==> config.mk <==
export PLATFORM = sky130hd
export DESIGN_NAME = fp_mul_pipe
export DESIGN_NICKNAME = d
export VERILOG_FILES = /design/src/rtl/fp_mul_pipe_pkg.sv /design/src/rtl/fp_mul_pipe_round_rne.sv /design/src/rtl/fp_mul_pipe.sv
export SDC_FILE = /design/constraint.sdc
export NUM_CORES = 1
export LEC_CHECK = 0
export BUFFER_PORTS_ARGS = -buffer_cell sky130_fd_sc_hd__buf_2
export CAP_MARGIN = 20
export CORE_UTILIZATION = 53
export DETAILED_ROUTE_END_ITERATION = 6
export PLACE_DENSITY = 0.75
export SLEW_MARGIN = 20
export SYNTH_ARGS = -nofsm -noshare
export SYNTH_HDL_FRONTEND = slang
export SYNTH_HIERARCHICAL = 1
export SYNTH_SLANG_ARGS = --single-unit
==> constraint.sdc <==
create_clock -name clk -period 7.45 [get_ports clk]
set_clock_uncertainty 0.15 [all_clocks]
set_input_delay 0.745 -clock clk [delete_from_list [all_inputs] [get_ports clk]]
set_output_delay 0.745 -clock clk [all_outputs]
set_load 0.02 [all_outputs]
==> src/rtl/fp_mul_pipe_pkg.sv <==
// Shared types and helpers for the parametrised floating-point multiplier.
package fp_pkg;

  typedef enum logic [1:0] {
    ZERO,
    NORM,
    INF,
    NAN
  } fp_class_e;

  localparam int FLAGS_W  = 3;
  localparam int FLAG_INV = 2;
  localparam int FLAG_OVF = 1;
  localparam int FLAG_UNF = 0;

  function automatic int bias_of(input int exp_w);
    return (1 << (exp_w - 1)) - 1;
  endfunction

  // All-ones exponent code: reserved for inf/NaN.
  function automatic int exp_max_of(input int exp_w);
    return (1 << exp_w) - 1;
  endfunction

endpackage

==> src/rtl/fp_mul_pipe_round_rne.sv <==
// Round-to-nearest-even on a normalised mantissa (hidden bit included).
// A carry out of the mantissa bumps the exponent; the stored bits wrap to 0,
// which is exactly the mantissa of the next binade.
module fp_round_rne
  import fp_pkg::*;
#(
  parameter int MAN_W = 10,
  parameter int SEW   = 7
) (
  input  logic [MAN_W:0]   i_man,
  input  logic             i_guard,
  input  logic             i_sticky,
  input  logic [SEW-1:0]   i_exp,
  output logic [MAN_W-1:0] o_man,
  output logic [SEW-1:0]   o_exp
);

  logic inc;
  logic carry;

  // Increment on more than half, or exactly half with an odd lsb.
  always_comb begin
    inc   = i_guard & (i_sticky | i_man[0]);
    carry = inc & (&i_man);
    o_man = i_man[MAN_W-1:0] + MAN_W'(inc);
    o_exp = i_exp + SEW'(carry);
  end

endmodule

==> src/rtl/fp_mul_pipe.sv <==
// Three-stage pipelined IEEE-style multiplier with valid/ready handshake.
// S1 unpacks and multiplies, S2 normalises and rounds, S3 range-checks,
// applies special cases and holds the packed result for the consumer.
module fp_mul_pipe
  import fp_pkg::*;
#(
  parameter  int EXP_W = 5,
  parameter  int MAN_W = 10,
  localparam int W     = 1 + EXP_W + MAN_W
) (
  input  logic         clk,
  input  logic         rst_n,
  input  logic         i_valid,
  output logic         o_ready,
  input  logic [W-1:0] i_a,
  input  logic [W-1:0] i_b,
  output logic         o_valid,
  input  logic         i_ready,
  output logic [W-1:0] o_res,
  output logic [2:0]   o_flags
);

  localparam int BIAS    = bias_of(EXP_W);
  localparam int EXP_MAX = exp_max_of(EXP_W);
  localparam int SEW     = EXP_W + 2;
  localparam int PW      = 2 * (MAN_W + 1);

  function automatic fp_class_e classify(input logic [EXP_W-1:0] e, input logic [MAN_W-1:0] m);
    if (e == '0) return ZERO;
    if (e == '1) return (m == '0) ? INF : NAN;
    return NORM;
  endfunction

  logic ld1, ld2, ld3;
  logic s1_v_q, s1_v_d, s2_v_q, s2_v_d, s3_v_q, s3_v_d;

  logic             s1_sign_q, s1_sign_d;
  fp_class_e        s1_cls_a_q, s1_cls_a_d, s1_cls_b_q, s1_cls_b_d;
  logic [SEW-1:0]   s1_exp_q, s1_exp_d;
  logic [PW-1:0]    s1_prod_q, s1_prod_d;

  logic             s2_sign_q, s2_sign_d;
  fp_class_e        s2_cls_a_q, s2_cls_a_d, s2_cls_b_q, s2_cls_b_d;
  logic [SEW-1:0]   s2_exp_q, s2_exp_d;
  logic [MAN_W-1:0] s2_man_q, s2_man_d;

  logic [W-1:0]     s3_res_q, s3_res_d;
  logic [2:0]       s3_flags_q, s3_flags_d;

  logic [MAN_W:0]   nrm_man;
  logic             nrm_guard, nrm_sticky;
  logic [SEW-1:0]   nrm_exp, rnd_exp;
  logic [MAN_W-1:0] rnd_man;
  logic             sp_nan, sp_inf, sp_zero;

  // Handshake: a stage loads when empty or when its successor takes its data.
  always_comb begin
    ld3     = s2_v_q & (~s3_v_q | i_ready);
    ld2     = s1_v_q & (~s2_v_q | ld3);
    o_ready = ~s1_v_q | ld2;
    ld1     = i_valid & o_ready;
    s1_v_d  = ld1 | (s1_v_q & ~ld2);
    s2_v_d  = ld2 | (s2_v_q & ~ld3);
    s3_v_d  = ld3 | (s3_v_q & ~i_ready);
  end

  // S1: classify operands, biased exponent sum, full mantissa product.
  always_comb begin
    s1_sign_d  = s1_sign_q;
    s1_cls_a_d = s1_cls_a_q;
    s1_cls_b_d = s1_cls_b_q;
    s1_exp_d   = s1_exp_q;
    s1_prod_d  = s1_prod_q;
    if (ld1) begin
      s1_sign_d  = i_a[W-1] ^ i_b[W-1];
      s1_cls_a_d = classify(i_a[W-2 -: EXP_W], i_a[MAN_W-1:0]);
      s1_cls_b_d = classify(i_b[W-2 -: EXP_W], i_b[MAN_W-1:0]);
      s1_exp_d   = SEW'(i_a[W-2 -: EXP_W]) + SEW'(i_b[W-2 -: EXP_W]) - SEW'(BIAS);
      s1_prod_d  = PW'({1'b1, i_a[MAN_W-1:0]}) * PW'({1'b1, i_b[MAN_W-1:0]});
    end
  end

  // S2 front half: product in [1,4) normalised to [1,2) with guard/sticky.
  always_comb begin
    if (s1_prod_q[PW-1]) begin
      nrm_man    = s1_prod_q[PW-1 -: MAN_W+1];
      nrm_guard  = s1_prod_q[MAN_W];
      nrm_sticky = |s1_prod_q[MAN_W-1:0];
      nrm_exp    = s1_exp_q + SEW'(1);
    end else begin
      nrm_man    = s1_prod_q[PW-2 -: MAN_W+1];
      nrm_guard  = s1_prod_q[MAN_W-1];
      nrm_sticky = |s1_prod_q[MAN_W-2:0];
      nrm_exp    = s1_exp_q;
    end
  end

  fp_round_rne #(.MAN_W(MAN_W), .SEW(SEW)) u_round (
    .i_man    (nrm_man),
    .i_guard  (nrm_guard),
    .i_sticky (nrm_sticky),
    .i_exp    (nrm_exp),
    .o_man    (rnd_man),
    .o_exp    (rnd_exp)
  );

  // S2: capture the rounded magnitude alongside the operand classes.
  always_comb begin
    s2_sign_d  = s2_sign_q;
    s2_cls_a_d = s2_cls_a_q;
    s2_cls_b_d = s2_cls_b_q;
    s2_exp_d   = s2_exp_q;
    s2_man_d   = s2_man_q;
    if (ld2) begin
      s2_sign_d  = s1_sign_q;
      s2_cls_a_d = s1_cls_a_q;
      s2_cls_b_d = s1_cls_b_q;
      s2_exp_d   = rnd_exp;
      s2_man_d   = rnd_man;
    end
  end

  // S3: special operands override the arithmetic, then range check and pack.
  always_comb begin
    sp_nan  = (s2_cls_a_q == NAN) | (s2_cls_b_q == NAN) |
              ((s2_cls_a_q == INF) & (s2_cls_b_q == ZERO)) |
              ((s2_cls_a_q == ZERO) & (s2_cls_b_q == INF));
    sp_inf  = (s2_cls_a_q == INF) | (s2_cls_b_q == INF);
    sp_zero = (s2_cls_a_q == ZERO) | (s2_cls_b_q == ZERO);
    s3_res_d   = s3_res_q;
    s3_flags_d = s3_flags_q;
    if (ld3) begin
      s3_flags_d = '0;
      if (sp_nan) begin
        s3_res_d             = {s2_sign_q, {EXP_W{1'b1}}, {MAN_W{1'b0}}};
        s3_flags_d[FLAG_INV] = 1'b1;
      end else if (sp_inf) begin
        s3_res_d = {s2_sign_q, {EXP_W{1'b1}}, {MAN_W{1'b0}}};
      end else if (sp_zero) begin
        s3_res_d = {s2_sign_q, {(W-1){1'b0}}};
      end else if (s2_exp_q[SEW-1] || (s2_exp_q == '0)) begin
        s3_res_d             = {s2_sign_q, {(W-1){1'b0}}};
        s3_flags_d[FLAG_UNF] = 1'b1;
      end else if (s2_exp_q >= SEW'(EXP_MAX)) begin
        s3_res_d             = {s2_sign_q, {EXP_W{1'b1}}, {MAN_W{1'b0}}};
        s3_flags_d[FLAG_OVF] = 1'b1;
      end else begin
        s3_res_d = {s2_sign_q, s2_exp_q[EXP_W-1:0], s2_man_q};
      end
    end
  end

  // Pipeline registers; reset discards anything in flight.
  always_ff @(posedge clk or negedge rst_n) begin
    if (!rst_n) begin
      s1_v_q     <= 1'b0;
      s2_v_q     <= 1'b0;
      s3_v_q     <= 1'b0;
      s1_sign_q  <= 1'b0;
      s1_cls_a_q <= ZERO;
      s1_cls_b_q <= ZERO;
      s1_exp_q   <= '0;
      s1_prod_q  <= '0;
      s2_sign_q  <= 1'b0;
      s2_cls_a_q <= ZERO;
      s2_cls_b_q <= ZERO;
      s2_exp_q   <= '0;
      s2_man_q   <= '0;
      s3_res_q   <= '0;
      s3_flags_q <= '0;
    end else begin
      s1_v_q     <= s1_v_d;
      s2_v_q     <= s2_v_d;
      s3_v_q     <= s3_v_d;
      s1_sign_q  <= s1_sign_d;
      s1_cls_a_q <= s1_cls_a_d;
      s1_cls_b_q <= s1_cls_b_d;
      s1_exp_q   <= s1_exp_d;
      s1_prod_q  <= s1_prod_d;
      s2_sign_q  <= s2_sign_d;
      s2_cls_a_q <= s2_cls_a_d;
      s2_cls_b_q <= s2_cls_b_d;
      s2_exp_q   <= s2_exp_d;
      s2_man_q   <= s2_man_d;
      s3_res_q   <= s3_res_d;
      s3_flags_q <= s3_flags_d;
    end
  end

  assign o_valid = s3_v_q;
  assign o_res   = s3_res_q;
  assign o_flags = s3_flags_q;

endmodule
Word level (Yosys, flattened, before mapping)
Index checks and enable logic that the tools add are counted.
{"block": "totals", "ramBits": 0, "latch_bits": 0, "input_bits": 36, "ff_bits": 78, "word_cells": 104, "rom_bits": 0, "n_memories": 0, "out_inout_bits": 21}
{"block": "classes", "n_eq_ne": 6, "n_shift": 0, "div": 0, "n_reduce_logical": 11, "addsub": 5, "multipliers": 1, "n_bitwise": 29, "muxes": 36, "n_lt_le_gt_ge": 1}
{"cell": "$mux W15", "n": 5}
{"cell": "$mul A11 B11 Y22", "n": 1}
{"cell": "$mux W2", "n": 11}
{"cell": "$logic_not A10 Y1", "n": 2}
{"cell": "$mux W1", "n": 18}
{"cell": "$or A1 B1 Y1", "n": 12}
{"cell": "$mux W11", "n": 1}
{"cell": "$reduce_and A11 Y1", "n": 1}
{"cell": "$add A10 B1 Y10", "n": 1}
{"cell": "$and A1 B1 Y1", "n": 10}
{"cell": "$eq A5 B5 Y1 const B", "n": 2}
{"cell": "$logic_not A5 Y1", "n": 2}
{"cell": "$reduce_or A10 Y1", "n": 1}
{"cell": "$reduce_or A9 Y1", "n": 1}
{"cell": "$eq A2 B2 Y1 const B", "n": 4}
{"cell": "$add A7 B1 Y7", "n": 1}
{"cell": "$add A7 B1 Y7 const B", "n": 1}
{"cell": "$ge A7 B5 Y1 const B", "n": 1}
{"cell": "$logic_not A7 Y1", "n": 1}
{"cell": "$mux W7", "n": 1}
{"cell": "$sub A6 B4 Y7 const B", "n": 1}
{"cell": "$add A5 B5 Y6", "n": 1}
{"cell": "$not A1 Y1", "n": 6}
{"cell": "$logic_not A2 Y1", "n": 2}
{"cell": "other kinds (2)", "n": 2}

Longest topological paths before layout
Gate-level depths: netlist (run 1).
{"block": "depth", "depth_word": 12, "ltp_mapped": 19}

By module
The synthesis (run 1) kept the hierarchy.
{"module": "fp_mul_pipe", "instances": 1, "seq_area_each_um2": 1951.9, "cells_each": 816, "area_each_um2": 7584.8}
{"module": "fp_round_rne", "instances": 1, "seq_area_each_um2": 0.0, "cells_each": 41, "area_each_um2": 292.8}

Worst setup path after synthesis (run 1)
No wires, ideal clock.
{"block": "synth_timing", "path_kind": "input to register", "start": "input i_b[4]", "end": "register s1_prod_q[18]", "path_buffers": 1, "arrival_time_ns": 5.236, "slack_ns": 1.995, "setup_ns": 0.069, "cell_stages": 19, "path_cell_list": "clkbuf_1 > nand2_1 > fa_1 > inv_1 > fa_1 > inv_1 > fa_1 > inv_1 > fa_1 > inv_1 > fa_1 > inv_1 > ha_1 > and3_1 > nand2_1 > a21oi_1 > o21ai_0 > or4_1 > nand3_1"}
{"block": "synth_via", "elab_chain_len": 1}
{"element": "from (decl)", "line": "fp_mul_pipe.sv:16", "rtl": "input logic [W-1:0] i_b,"}
{"element": "$mul A11 B11 Y22", "line": "fp_mul_pipe.sv:79", "rtl": "s1_prod_d = PW'({1'b1, i_a[MAN_W-1:0]}) * PW'({1'b1, i_b[MAN_W-1:0]});"}
{"element": "to (signal assigned)", "line": "fp_mul_pipe.sv:179", "rtl": "s1_prod_q <= s1_prod_d;"}
{"element": "to (decl)", "line": "fp_mul_pipe.sv:40", "rtl": "logic [PW-1:0] s1_prod_q, s1_prod_d;"}
No other way between the ends.
A chain may end at the register's enable or synchronous reset.

Final worst setup path (run 1)
{"block": "layout_timing", "start": "input i_a[1]", "end": "register s1_prod_q[18]"}
{"block": "layout_via", "elab_chain_len": 1}
{"element": "from (decl)", "line": "fp_mul_pipe.sv:15", "rtl": "input logic [W-1:0] i_a,"}
{"element": "$mul A11 B11 Y22", "line": "fp_mul_pipe.sv:79"}
No other way between the ends.

==> impl_metrics.tcl, run 1 <==
set metrics [dict create \
    layout-drive-gt1-share_pct 13.6 \
    yosys_most_used_dff "dfrtp_1" \
    ys_seq_area_share_pct 24.8 \
    peakVddDrop_uv 283 \
    maxCapViolations 0 \
    synthAdderAreaFrac_pct 32.2 \
    antenna_cells 0 \
    drc 0 \
    drtAntennaViolNets 0 \
    hold_path.class "reg2reg" \
    grt_max_degree 79 \
    antenna_found_initial 0 \
    io-pin-count 57 \
    grtUsageTotal_pct 22.2 \
    setup_viol 0 \
    clock_latency_ns 0.33 \
    num-fill-cells 1250 \
    clock_sinks 78 \
    dr_wl_met3_um 683 \
    die_area_sq_um 15400 \
    synth-simple-area-share_pct 17.3 \
    synth_mux_area_share_pct 5.11 \
    synthCells 857 \
    post_cts_buffers 0 \
    synthArstFlopShare_pct 100 \
    maxSlewHeadroom_pct 37.0 \
    drt_wl_total_um 16100 \
    cts.clk_slew.worst_paths_ns 0.06 \
    dp_hpwl_um 12500 \
    status "complete, no violations" \
    fin_setup_tns_ns 0 \
    grt_pass1_wl_um 26800 \
    crit_arrival_ns 5.48 \
    clock_path_buffers 2 \
    slew_viol_final 0 \
    tightest_slew_ns 0.945 \
    die_w_um 124 \
    post_cts_resize_count 0 \
    top_layer "met4" \
    htree_levels 3 \
    ys_types 52 \
    grt_pass1_vias 5620 \
    start_util_pct 54.2 \
    fin_util_pct 59.4 \
    rows 44 \
    wl_per_cell_um 14.9 \
    p_per_area_nw_per_um2 378 \
    mostFrequentLayoutCells "nand2_1 (130), inv_1 (130), fa_1 (81), dfrtp_1 (78), ha_1 (73)" \
    drt_pre_antenna_iters 6 \
    cts-root-buf "clkbuf_16" \
    dp_cells 1064 \
    synthXorXnorAreaFrac_pct 3.34 \
    syn_nets 1047 \
    syn2layout_area_growth_pct 9.58 \
    cp_max_fo 9 \
    drt-met1-wl_um 7330 \
    synth_top_family_by_area "adder cells" \
    post-route-min-period_ns 5.37 \
    dpl_cell_area_sq_um 8270 \
    end_kind "register" \
    critPathRequiredTime_ns 7.56 \
    max_clock_freq_mhz 186 \
    core-area_sq_um 14500 \
    grt.overflow.total 0 \
    synth_edf_count 0 \
    synth_compound_area_share_pct 9.47 \
    die_height_um 124 \
    vias 5950 \
    holdBufCountCts 0 \
    synth_area_sq_um 7880 \
    drt_iter0_drc 364 \
    post-route-period-util_pct 72.0 \
    yosysWarnings 6 \
    gp_congestion 0.864 \
    synth_area_per_cell_sq_um 9.19 \
    rsz0062_at_grt "no" \
    instances_no_fill 1080 \
    crit_type "in2reg" \
    p_leak_nw 4.43 \
    stdcell_area_sq_um 8630 \
    port-buffer-count 56 \
    cts_tree "done" \
    ys_seq_elements 78 \
    cts-buffers-inserted 9 \
    hold_viol 0 \
    start_kind "input pin" \
    layout.nets 1081 \
    via_per_inst 5.51 \
    dr_wl_met2_um 7860 \
]
-- routing by layer --
| layer | global-route usage, % | vias to the layer above |
|---|---|---|
| met2 | 37.5 | 143 |
| li1 | - | 2865 |
| met5 | 0 | - |
| met3 | 2.47 | 18 |
| met4 | 4.84 | 0 |
| met1 | 30.8 | 2924 |
-- cells by family after synthesis --
logic type,count (synthesis)
flops,78
xor+xnor,30
fa+ha+maj,154
mux,36
compound gates,113
buf+inv,164
simple gates,282
-- power breakdown --
part           switching (mW)  internal, mW
Sequential              0.122         0.576
Clock                   0.165         0.361
Combinational            1.18         0.856
Total                    1.47          1.79
-- per-stage QoR --
stage	power [mW]	setup slack [ns]	hold WS [ns]
4_1_cts	3.27	2.10	0.320
5_1_grt	3.55	1.87	0.344
3_3_place_gp	2.67	1.83	0.298
6_report	3.26	2.08	0.315
2_1_floorplan	2.25	1.99	0.283
3_5_place_dp	2.70	1.77	0.307
-- flip-flops by register name, summed over array words and instances, names as in the netlist --
signal and count:
s1_prod_q 22, o_res 16, s2_man_q 10, s1_exp_q 7, s2_exp_q 7, o_flags 3, s1_cls_a_q 2, s1_cls_b_q 2
s2_cls_a_q 2, s2_cls_b_q 2, o_valid 1, s1_sign_q 1, s1_v_q 1, s2_sign_q 1, s2_v_q 1
-- cells in the mapped netlist, types with 3 or more instances --
cell type | number | area share [%]
a21boi_0 | 3 | 0.29
a21o_1 | 13 | 1.2
a21oi_1 | 21 | 1.3
a22o_1 | 10 | 1.1
a31oi_1 | 3 | 0.24
and2_1 | 38 | 3.0
and3_1 | 8 | 0.64
buf_1 | 3 | 0.14
buf_2 | 3 | 0.19
clkbuf_1 | 28 | 1.3
dfrtp_1 | 78 | 25
fa_1 | 81 | 21
ha_1 | 73 | 12
inv_1 | 130 | 6.2
mux2_2 | 34 | 4.9
nand2_1 | 131 | 6.2
nand2b_1 | 6 | 0.48
nand3_1 | 24 | 1.5
nand4_1 | 7 | 0.56
nor2_1 | 33 | 1.6
nor3_1 | 5 | 0.32
nor3_2 | 4 | 0.51
nor4_1 | 9 | 0.71
o2111ai_1 | 3 | 0.33
o21a_1 | 6 | 0.57
o21ai_0 | 33 | 2.1
o31ai_1 | 4 | 0.38
or4_1 | 4 | 0.38
xnor2_1 | 14 | 1.6
xor2_1 | 16 | 1.8
-- critical path, cell delays in order --
cell     delay (ns)
buf_2          0.17
inv_1          0.16
nor2_1         0.08
fa_1           0.50
inv_1          0.05
fa_1           0.52
inv_1          0.05
fa_1           0.50
fa_1           0.54
inv_1          0.05
fa_1           0.52
inv_1          0.04
ha_1           0.36
and3_1         0.22
nand2_1        0.08
a21oi_1        0.15
o21ai_0        0.15
or4_1          0.50
nand3_1        0.08
-- cell type report --
cell class	count	area (sq um)	share of cell area, %
Sequential cell	78	1950	22.6
Timing Repair Buffer	57	290	3.36
Clock inverter	6	134	1.55
Multi-Input combinational cell	615	5310	61.5
Tap cell	184	230	2.67
Clock buffer	10	229	2.65
Inverter	130	488	5.65
-- path summary, 6_finish.rpt --
path                                    start            end  slack (ns)  cells past startpoint
min in group asynchronous               rst_n      o_res[11]        0.41                      1
max in group asynchronous               rst_n  s2_cls_a_q[0]        6.13                      1
worst min-delay path             s1_prod_q[0]   s1_prod_q[0]        0.31                      2
worst min register to register   s1_prod_q[0]   s1_prod_q[0]        0.31                      2
worst max-delay path                   i_a[1]  s1_prod_q[18]        2.08                     19
worst max register to register  s1_prod_q[21]    s2_exp_q[6]        4.42                      9
(Power assumes the default switching activity.)
==> run 2, diff against run 1 <==
==> constraint.sdc (replaced) <==
create_clock -name clk -period 5.1 [get_ports clk]
set_clock_uncertainty 0.15 [all_clocks]
set_input_delay 0.51 -clock clk [delete_from_list [all_inputs] [get_ports clk]]
set_output_delay 0.51 -clock clk [all_outputs]
set_load 0.02 [all_outputs]
==> impl_metrics.tcl, run 2 (same netlist as run 1, synthesis figures left out) <==
set metrics [dict create \
    status "complete, no violations" \
    peakVddDrop_uv 425 \
    via_per_inst 5.39 \
    drt_pre_antenna_iters 5 \
    dpl_cell_area_sq_um 8750 \
    p_leak_nw 4.70 \
    crit_type "in2reg" \
    hold_viol 0 \
    htree_levels 3 \
    core-area_sq_um 14500 \
    rsz0062_at_grt "no" \
    maxSlewHeadroom_pct 32.0 \
    start_kind "input pin" \
    regMostFlops "s1_prod_q" \
    antenna_found_initial 0 \
    grtUsageTotal_pct 22.8 \
    largest_reg_flops 22 \
    setup_viol 0 \
    grt_pass1_wl_um 27600 \
    crit_arrival_ns 4.94 \
    cts_tree "done" \
    post-route-min-period_ns 4.92 \
    maxCapViolations 0 \
    cp_max_fo 5 \
    die_area_sq_um 15400 \
    clock_latency_ns 0.33 \
    drt_wl_total_um 16500 \
    layout-drive-gt1-share_pct 19.8 \
    cts.clk_slew.worst_paths_ns 0.06 \
    reg2reg_slack_ns 2.23 \
    grt_max_degree 79 \
    slew_viol_final 0 \
    start_util_pct 54.2 \
    tightest_slew_ns 1.02 \
    post-route-period-util_pct 96.5 \
    die_w_um 124 \
    vias 6153 \
    io-pin-count 57 \
    drt_iter0_drc 349 \
    die_height_um 124 \
    max_clock_freq_mhz 203 \
    layout.nets 1143 \
    mostFrequentLayoutCells "nand2_1 (130), inv_1 (129), fa_1 (80), dfrtp_1 (78), ha_1 (70)" \
    r2r_cells 9 \
    syn2layout_area_growth_pct 15.6 \
    dp_hpwl_um 13100 \
    p_per_area_nw_per_um2 568 \
    critPathRequiredTime_ns 5.12 \
    instances_no_fill 1142 \
    port-buffer-count 56 \
    drc 0 \
    fin_util_pct 62.6 \
    hold_path.class "in2async" \
    grt.overflow.total 0 \
    rows 44 \
    drtAntennaViolNets 0 \
    gp_congestion 0.890 \
    clock_sinks 78 \
    r2r-end "s2_exp_q[6]" \
    antenna_cells 0 \
    end_kind "register" \
    holdBufCountCts 0 \
    num-fill-cells 1242 \
    cts-root-buf "clkbuf_16" \
    reg2reg_from "s1_prod_q[21]" \
    fin_total_pwr_mw 5.17 \
    stdcell_area_sq_um 9100 \
    dp_cells 1125 \
    clock_path_buffers 2 \
    cts-buffers-inserted 9 \
    grt_pass1_vias 5960 \
    final_common_cell "nand2_1" \
    wl_per_cell_um 14.4 \
]
run 2: cell count changes in the layout (fill, tap and decap cells not counted), moves of 2 or more:
cell / previous run / this run
o21ai_0: 33 / 30
clkinvlp_4: 0 / 2
o21ai_1: 1 / 4
buf_4: 2 / 64
clkbuf_4: 0 / 4
bufinv_16: 4 / 2
buf_2: 55 / 51
ha_4: 0 / 2
ha_1: 73 / 70
run 2: cell type report:
type | count | area, sq um | area share [%]
multi-input combinational | 615 | 5340 | 58.7
sequential | 78 | 1950 | 21.4
timing repair buffer | 119 | 766 | 8.41
inverter | 130 | 490 | 5.39
tap | 184 | 230 | 2.53
clock buffer | 10 | 229 | 2.51
clock inverter | 6 | 95.1 | 1.04
run 2: power by group:
part / switching (mW) / total [mW] / internal, mW / leakage (nW)
Sequential: 0.179 / 1.02 / 0.840 / 0.963
Clock: 0.256 / 0.689 / 0.433 / 0.151
Combinational: 1.82 / 3.46 / 1.65 / 3.59
Total: 2.25 / 5.17 / 2.92 / 4.70
run 2: repair_timing:
action / 4_1_cts / 5_1_grt
setup buffers: 0 / 1
hold endpoints to repair: 0 / 0
gates resized for setup: 0 / 12
endpoints found under the setup margin: 0 / 7
run 2: critical path, stage by stage:
cell and delay, ns:
buf_2 0.16, nand2_1 0.10, fa_1 0.53, inv_1 0.05, fa_1 0.56, fa_1 0.46, fa_1 0.55, inv_1 0.05
fa_1 0.52, inv_1 0.04, ha_1 0.32, buf_4 0.16, a21oi_1 0.12, o21a_1 0.22, nand2_1 0.07, o21a_1 0.22
xnor2_1 0.20, o21ai_1 0.09
run 2: per-stage QoR:
step                      hold slack, ns  setup slack (ns)  TNS [ns]
final                              0.177             0.177         0
after global routing               0.270           0.00782         0
after CTS                          0.220             0.153         0
after detailed placement           0.313            -0.177     -1.19
after global placement             0.302            -0.102    -0.463
after floorplan                   0.0644           0.00485         0
run 2: worst max-delay path by stage:
stage                 from            end  slack [ns]  depth (start not counted)
CTS                 i_a[1]  s1_prod_q[18]        0.15                         19
global placement    i_a[1]  s1_prod_q[18]       -0.10                         19
detailed placement  i_a[1]  s1_prod_q[15]       -0.18                         18
global route        i_b[9]  s1_prod_q[16]       0.008                         18
finish              i_a[7]  s1_prod_q[16]        0.18                         18
floorplan           i_b[9]  s1_prod_q[18]       0.005                         19
run 2: metal layers:
layer,wire length (um),global-route usage [%],vias up
met2,7770,37.6,127
li1,-,-,2984
met5,0,0,-
met3,749,2.61,24
met4,365,6.47,0
met1,7600,31.8,3018
==> run 3, diff against run 2 <==
--- a/config.mk
+++ b/config.mk
@@ -9,7 +9,7 @@
 export CAP_MARGIN = 20
 export CORE_UTILIZATION = 53
 export DETAILED_ROUTE_END_ITERATION = 6
-export PLACE_DENSITY = 0.75
+export PLACE_DENSITY = 0.71
 export SLEW_MARGIN = 20
 export SYNTH_ARGS = -nofsm -noshare
 export SYNTH_HDL_FRONTEND = slang
==> impl_metrics.tcl, run 3 (same netlist as run 1, synthesis figures left out) <==
set metrics [dict create \
    grt.overflow.total 0 \
    cts.clk_slew.worst_paths_ns 0.06 \
    mostFrequentLayoutCells "nand2_1 (130), inv_1 (129), fa_1 (81), dfrtp_1 (78), ha_1 (70)" \
    drc 0 \
    dp_hpwl_um 14000 \
    antenna_cells 0 \
    htree_levels 3 \
    internal_power_mw 2.89 \
    layout-drive-gt1-share_pct 20.2 \
    antenna_found_initial 0 \
    layout.nets 1148 \
    crit_type "in2reg" \
    rows 44 \
    clock_sinks 78 \
    start_util_pct 54.2 \
    maxCapViolations 0 \
    die_height_um 124 \
    p_per_area_nw_per_um2 564 \
    stdcell_area_sq_um 9120 \
    tightest_slew_ns 1.04 \
    start_kind "input pin" \
    grt_pass1_vias 6009 \
    gp_congestion 0.869 \
    reg2reg_slack_ns 2.13 \
    instances_no_fill 1147 \
    via_per_inst 5.37 \
    vias 6157 \
    crit_arrival_ns 4.98 \
    largest_reg_flops 22 \
    reg2reg_from "s1_prod_q[21]" \
    wl_per_cell_um 15.1 \
    p_switching_mw 2.25 \
    dpl_cell_area_sq_um 8800 \
    power_switching_share_pct 43.8 \
    pwr-share-comb_pct 67.9 \
    dp_cells 1131 \
    p_leak_nw 4.72 \
    drtAntennaViolNets 0 \
    slew_viol_final 0 \
    grtUsageTotal_pct 24.0 \
    maxSlewHeadroom_pct 30.2 \
    final_common_cell "nand2_1" \
    setup_viol 0 \
    drt_wl_total_um 17300 \
    clock_path_buffers 2 \
    drt_pre_antenna_iters 5 \
    drt_iter0_drc 349 \
    cts_tree "done" \
    whs_ns 0.159 \
    end_kind "register" \
    cts-root-buf "clkbuf_16" \
    p_seq_share_pct 19.9 \
    power_frac_clock_pct 12.3 \
    rsz0062_at_grt "no" \
    core-area_sq_um 14500 \
    syn2layout_area_growth_pct 15.8 \
    regMostFlops "s1_prod_q" \
    clock_latency_ns 0.33 \
    die_w_um 124 \
    grt_max_degree 79 \
    hold_viol 0 \
    critPathRequiredTime_ns 5.21 \
    post-route-period-util_pct 95.6 \
    cp_max_fo 7 \
    hold_path.class "in2async" \
    port-buffer-count 56 \
    io-pin-count 57 \
    holdBufCountCts 0 \
    r2r-end "s2_exp_q[6]" \
    post-route-min-period_ns 4.87 \
    die_area_sq_um 15400 \
    peakVddDrop_uv 364 \
    grt_pass1_wl_um 28600 \
    cts-buffers-inserted 9 \
    post_cts_buffers 0 \
    r2r_cells 9 \
    max_clock_freq_mhz 205 \
    status "complete, no violations" \
]
==> run 3: changes by cell type in the layout (fill, tap and decap cells not counted), sizes merged <==
cell      previous run  this run
bufinv               2         1
buf                115       122
clkinvlp             2         1
inv                131       132
clkinv               1         2
clkbuf              14        12
==> run 3: critical path, stage by stage <==
cell and delay (ns):
buf_2 0.16, buf_4 0.16, nand2_1 0.07, fa_1 0.41, fa_1 0.49, inv_1 0.05
ha_1 0.31, fa_1 0.53, inv_1 0.05, fa_1 0.53, inv_1 0.05, ha_1 0.33
a21o_1 0.21, a31oi_2 0.28, a21o_2 0.20, a21boi_2 0.06, or4_1 0.46, nand3_1 0.09
==> run 3: area by class of cell <==
class                      instances  area [sq um]
clock inverter                     6          68.8
timing repair buffer             124           798
sequential                        78          1950
tap                              184           230
fill                            1290          5410
clock buffer                      10           229
multi-input combinational        615          5360
inverter                         130           488
==> run 3: timing repair <==
action,4_1_cts,5_1_grt
hold endpoints to repair,0,0
resized for setup,0,6
endpoints found under the setup margin,0,3
==> run 3: power by group through the flow <==
stage	combinational [mW]	clock, mW	sequential (mW)
after floorplan	2.33	0	1.01
final	3.49	0.632	1.02
after detailed placement	3.41	0	1.03
after CTS	3.46	0.639	1.02
after global placement	3.34	0	1.02
after global routing	3.92	0.668	1.05
==> run 3: through the flow <==
step | power (mW) | TNS (ns) | setup slack, ns | utilization (%)
after floorplan | 3.34 | 0 | 0.00485 | -
after global placement | 4.36 | -0.516 | -0.0930 | 60.5
after detailed placement | 4.44 | -1.03 | -0.154 | 60.5
after CTS | 5.12 | 0 | 0.161 | 62.6
after global routing | 5.64 | 0 | 0.00742 | 62.8
final | 5.15 | 0 | 0.227 | 62.8
==> run 3: worst max-delay path by stage <==
stage	startpoint	endpoint	slack, ns	cells past startpoint
3_5_place_dp	i_b[2]	s1_prod_q[18]	-0.15	17
5_1_grt	i_a[2]	s1_prod_q[15]	0.007	19
4_1_cts	i_a[6]	s1_prod_q[18]	0.16	19
3_3_place_gp	i_a[1]	s1_prod_q[18]	-0.09	19
6_report	i_a[3]	s1_prod_q[14]	0.23	18
2_1_floorplan	i_b[9]	s1_prod_q[18]	0.005	19
==> run 3: routing by layer <==
layer / vias to the layer above / GRT usage, % / wire (um)
met5: - / 0 / 0
met4: 0 / 5.58 / 293
met3: 23 / 2.84 / 690
met2: 142 / 38.9 / 8240
met1: 3006 / 34.3 / 8090
li1: 2986 / - / -
